$ cat src/rtl/wb_commit_unit.sv
// Write-back commit stage: drives the single register-file write port from the
// registered MEM/WB fields and sequences the extra base-update write over two cycles.
module wb_commit_unit #(
  parameter int WORD_LEN          = 32,
  parameter int REG_FILE_ADDR_LEN = 5,
  parameter int CNT_LEN           = 32
) (
  input  logic                         clk,
  input  logic                         rst,
  input  logic                         WB_EN,
  input  logic                         MEM_R_EN,
  input  logic [WORD_LEN-1:0]          ALURes,
  input  logic [WORD_LEN-1:0]          memReadVal,
  input  logic [REG_FILE_ADDR_LEN-1:0] dest,
  input  logic                         add_base,
  input  logic [WORD_LEN-1:0]          val1,
  input  logic [REG_FILE_ADDR_LEN-1:0] base_dest,
  output logic                         wb_en_out,
  output logic [REG_FILE_ADDR_LEN-1:0] wb_dest,
  output logic [WORD_LEN-1:0]          wb_value,
  output logic                         stall,
  output logic [CNT_LEN-1:0]           wb_count
);

  typedef enum logic {
    IDLE = 1'b0,
    BASE = 1'b1
  } state_t;

  state_t                       state, state_nxt;
  logic [WORD_LEN-1:0]          hb_val, hb_val_nxt;
  logic [REG_FILE_ADDR_LEN-1:0] hb_dest, hb_dest_nxt;
  logic                         en_raw;
  logic                         en_nxt;
  logic [REG_FILE_ADDR_LEN-1:0] dest_nxt;
  logic [WORD_LEN-1:0]          value_nxt;
  logic                         stall_nxt;
  logic [WORD_LEN-1:0]          pval;

  assign pval = MEM_R_EN ? memReadVal : ALURes;

  always_comb begin
    // NOTE: every signal gets a default first so no path leaves it unassigned,
    // which would otherwise infer a latch.
    state_nxt   = state;
    en_raw      = 1'b0;
    dest_nxt    = wb_dest;
    value_nxt   = wb_value;
    stall_nxt   = 1'b0;
    hb_val_nxt  = hb_val;
    hb_dest_nxt = hb_dest;

    unique case (state)
      IDLE: begin
        if (WB_EN) begin
          en_raw    = 1'b1;
          dest_nxt  = dest;
          value_nxt = pval;
          if (add_base) begin
            hb_val_nxt  = val1;
            hb_dest_nxt = base_dest;
            stall_nxt   = 1'b1;
            state_nxt   = BASE;
          end
        end else if (add_base) begin
          // Base-only update fits in one slot, so no stall is needed.
          en_raw    = 1'b1;
          dest_nxt  = base_dest;
          value_nxt = val1;
        end
      end
      BASE: begin
        // Upstream holds MEM/WB steady while stalled, so the inputs are ignored here.
        en_raw    = 1'b1;
        dest_nxt  = hb_dest;
        value_nxt = hb_val;
        state_nxt = IDLE;
      end
      default: state_nxt = IDLE;
    endcase
  end

  // Register 0 is hard-wired; a write aimed at it is dropped but the sequence still advances.
  assign en_nxt = en_raw && (dest_nxt != '0);

  // NOTE: sequential state uses non-blocking assignments so every register samples
  // the pre-edge values regardless of statement order.
  always_ff @(posedge clk or negedge rst) begin
    if (!rst) begin
      state     <= IDLE;
      hb_val    <= '0;
      hb_dest   <= '0;
      wb_en_out <= 1'b0;
      wb_dest   <= '0;
      wb_value  <= '0;
      stall     <= 1'b0;
      wb_count  <= '0;
    end else begin
      state     <= state_nxt;
      hb_val    <= hb_val_nxt;
      hb_dest   <= hb_dest_nxt;
      wb_en_out <= en_nxt;
      wb_dest   <= dest_nxt;
      wb_value  <= value_nxt;
      stall     <= stall_nxt;
      if (en_nxt) wb_count <= wb_count + 1'b1;
    end
  end

endmodule

$ cat config.mk
export PLATFORM = sky130hd
export DESIGN_NAME = wb_commit_unit
export DESIGN_NICKNAME = d
export VERILOG_FILES = /design/src/rtl/wb_commit_unit.sv
export SDC_FILE = /design/constraint.sdc
export NUM_CORES = 1
export LEC_CHECK = 0
export CORE_MARGIN = 1.5
export CORE_UTILIZATION = 40
export DETAILED_ROUTE_END_ITERATION = 12
export MAX_ROUTING_LAYER = met4
export PLACE_DENSITY = 0.72
export SKIP_LAST_GASP = 1
export SLEW_MARGIN = 20
export SYNTH_ARGS = -nofsm -noshare
export SYNTH_HDL_FRONTEND = slang
export SYNTH_SLANG_ARGS = --single-unit
$ cat constraint.sdc
create_clock -name clk -period 2.5 [get_ports clk]
set_input_delay 0.75 -clock clk [delete_from_list [all_inputs] [get_ports clk]]
set_output_delay 0.75 -clock clk [all_outputs]
set_load 0.02 [all_outputs]
==> impl_metrics.toml <==
[critical_path]
critPathCaptureType = "register"
worst-r2r-cell-count = 7
timing.critical_path.arrival_ns = 2.66
worstPathMaxFanout = 6
timing.critical_path.required_ns = 2.76
slack_of_the_worst_reg_to_reg_path_ns = 0.23
worstSetupStartpointType = "input port"
worst_setup_path_endpoint = "wb_count[17]"
worstSetupStartpoint = "base_dest[0]"
crit-reg2reg-launch = "stall"
timing.rr.end = "wb_count[17]"
setup.worst_path.class = "input port to register"

[sta]
timing.final.crit_share_pct = 96.0
worst_margin_pin_slew_ns = 0.581
finalSetupViolCount = 0
peak_clock_frequency_supported_by_timing_mhz = 417
finalClockSkew_ns = 0.00672
hold_ws_ns = 0.279
final.min_clock_period_ns = 2.40
report.final.hold_viol_count = 0
finalMaxSlewViolations = 0
slew_headroom_pct = 61.3
setup_repair_after_global_routing_missed_its_margin = "yes"

[synth]
post_synth_instance_area_mm2 = 0.00527
synth_fp_nets = 678
synthesis_stage_register_bit_count = 108
yosys_warnings = 0
seq_area_frac_synth_pct = 51.3
synth-edff-count = 0
dominantRegCellSynth = "sky130_fd_sc_hd__dfrtp_1"
postSynthAreaPerCell_um2 = 9.31
netlist_instances = 566
post_synth_num_cell_types = 34
asyncSetResetFlopFracSynth_pct = 100

[clock_tree]
tritoncts = "done"
cts-root-buf = "sky130_fd_sc_hd__clkbuf_16"
worst_skew_pair.late_latency_ns = 0.34
clock_sinks = 108
ctsHtreeMaxLevel = 3
post_cts_setup_bufs = 0
worst_setup_hold_path_clk_slew_ns = 0.07
ctsLongestPathBuffers = 2
cts_buffers = 9

[grt]
groute.usage.overall_pct = 22.5
grt_pass1_wl_um = 24700
gr-total-overflow = 0
grt_antenna_before_repair = 0
grt_max_degree = 65
vias_in_the_first_global_route = 4881

[drt]
drt_iter0_drc = 312
detailroute.via_count = 4763
drt_wl_total_um = 14800
detail_route.drc_violations = 0
first_pass_iters = 5
routed_via_density = 5.19
routedWlPerCell_um = 16.2
antenna_left = 0

[floorplanning]
design.die.area_mm2 = 0.0139
floorplan.core_area_mm2 = 0.0127
pin_count = 182
die-height_um = 118
die_outline_width_um = 118
num_rows = 41
floorplan.initialDensity_pct = 41.4

[outcome]
status = "finished, final reports clean"

[placement]
place.detailed.hpwl_um = 10600
post_dp_cell_area_mm2 = 0.00731
gp_congestion = 0.827
port-buffer-count = 181

[final_layout]
syn2layout_area_growth_pct = 44.6
final_layout_size_suffix_gt1_share_pct = 7.24
design_area_mm2 = 0.00762
final_core_utilization_pct = 59.9
diodes = 0
nets = 853
layout.cells.most_common_list = "177 x sky130_fd_sc_hd__clkdlybuf4s50_1, 114 x sky130_fd_sc_hd__nand2_1, 107 x sky130_fd_sc_hd__dfrtp_1"
final_common_cell = "sky130_fd_sc_hd__clkdlybuf4s50_1"

[worst_hold_path]
timing.hold.worst.class = "input port to async pin"

[power]
max-vdd-ir-drop_v = 0.000508
power_density_mw_per_mm2 = 654
power.leakage_uw = 0.00333

[job]
max_cap_viol_count = 0
layer usage:
| metal | track usage, % | wire length [µm] | vias to the layer above | part of all wire [%] |
|---|---|---|---|---|
| met3 | 4.31 | 830 | 15 | 5.6 |
| met2 | 35.8 | 7080 | 170 | 48 |
| li1 | - | - | 2279 | - |
| met4 | 6.55 | 201 | 0 | 1.4 |
| met5 | - | 0 | - | 0 |
| met1 | 29.4 | 6720 | 2299 | 45 |
area by class of cell:
type,instances,area (µm²)
clock buffers,10,239
clock inverters,6,62.6
fillers,1106,5100
inverters,4,15.0
multi-input cells,416,2380
flip-flops and latches,108,2710
well taps,172,215
repair buffers,202,2000
registers in the layout (all words and copies together), names as in the netlist:
register and cells:
wb_count 32, wb_en_out 1, hb_dest 5, hb_val 32, wb_dest 5, stall 1, wb_value 32
synthesized netlist by cell type, types with 2 or more instances:
library cell | count | share of area, %
sky130_fd_sc_hd__nand2_1 | 114 | 8.1
sky130_fd_sc_hd__dfrtp_1 | 108 | 51
sky130_fd_sc_hd__nor2_1 | 71 | 5.1
sky130_fd_sc_hd__a21oi_1 | 66 | 6.3
sky130_fd_sc_hd__a211oi_1 | 37 | 5.3
sky130_fd_sc_hd__mux2i_1 | 37 | 7.0
sky130_fd_sc_hd__clkbuf_1 | 21 | 1.5
sky130_fd_sc_hd__xnor2_1 | 20 | 3.3
sky130_fd_sc_hd__nand3_1 | 13 | 1.2
sky130_fd_sc_hd__xor2_1 | 11 | 1.8
sky130_fd_sc_hd__buf_1 | 10 | 0.71
sky130_fd_sc_hd__nand4_1 | 8 | 0.95
sky130_fd_sc_hd__nor3_1 | 7 | 0.66
sky130_fd_sc_hd__and3_1 | 5 | 0.59
sky130_fd_sc_hd__mux2_2 | 5 | 1.1
sky130_fd_sc_hd__a21o_1 | 3 | 0.43
sky130_fd_sc_hd__buf_2 | 3 | 0.28
sky130_fd_sc_hd__buf_6 | 3 | 0.64
sky130_fd_sc_hd__inv_1 | 3 | 0.21
sky130_fd_sc_hd__nor2b_1 | 3 | 0.36
sky130_fd_sc_hd__nor4_1 | 3 | 0.36
sky130_fd_sc_hd__nor3b_1 | 2 | 0.28
sky130_fd_sc_hd__or3_2 | 2 | 0.28
per-stage QoR:
step / power [µW] / setup WS (ns) / setup TNS [ns] / instances
4_1_cts: 5040 / 0.0148 / 0 / 918
6_report: 4980 / 0.100 / 0 / 918
5_1_grt: 5250 / -0.0319 / -0.0740 / 918
2_1_floorplan: 2860 / 0.244 / 0 / 566
3_3_place_gp: 3540 / -0.460 / -11.92 / 902
3_5_place_dp: 3580 / -0.546 / -15.91 / 902
power breakdown:
| group | total, µW | internal, µW | switching (µW) |
|---|---|---|---|
| logic | 1340 | 675 | 666 |
| registers | 2210 | 2000 | 207 |
| clock network | 1430 | 804 | 626 |
logic make-up (layout without fill, tap and decap cells):
group	count (synthesis)	after routing	share of synthesized area [%]
mux	42	42	8.10
flops	108	108	51.3
simple gates	235	235	19.3
buf+inv	42	222	3.68
xor+xnor	31	31	5.15
compound gates	107	107	12.3
fa+ha+maj	1	1	0.237
how the worst min path moves through the flow:
stage               from          to  slack (ns)  depth (start not counted)
2_1_floorplan        rst  hb_dest[0]        0.45                          0
3_3_place_gp   hb_val[6]   hb_val[6]        0.46                          2
3_5_place_dp   hb_val[3]   hb_val[3]        0.46                          2
4_1_cts              rst  hb_val[10]        0.27                          1
5_1_grt              rst  hb_val[10]        0.28                          1
6_report             rst  hb_val[10]        0.28                          1
repair_timing:
| item | 4_1_cts | 5_1_grt |
|---|---|---|
| hold buffers | 0 | 0 |
| endpoints found under the setup margin | 22 | 14 |
| resized for setup | 1 | 4 |
| pin swaps | 0 | 0 |
critical path, cell delays in order:
cell	delay, ns
sky130_fd_sc_hd__clkdlybuf4s50_1	0.51
sky130_fd_sc_hd__mux2i_1	0.09
sky130_fd_sc_hd__a211oi_1	0.37
sky130_fd_sc_hd__nor4_2	0.09
sky130_fd_sc_hd__a21bo_4	0.26
sky130_fd_sc_hd__buf_4	0.15
sky130_fd_sc_hd__nor3_1	0.24
sky130_fd_sc_hd__xor2_1	0.20
Power figures use the tool's default switching activity.
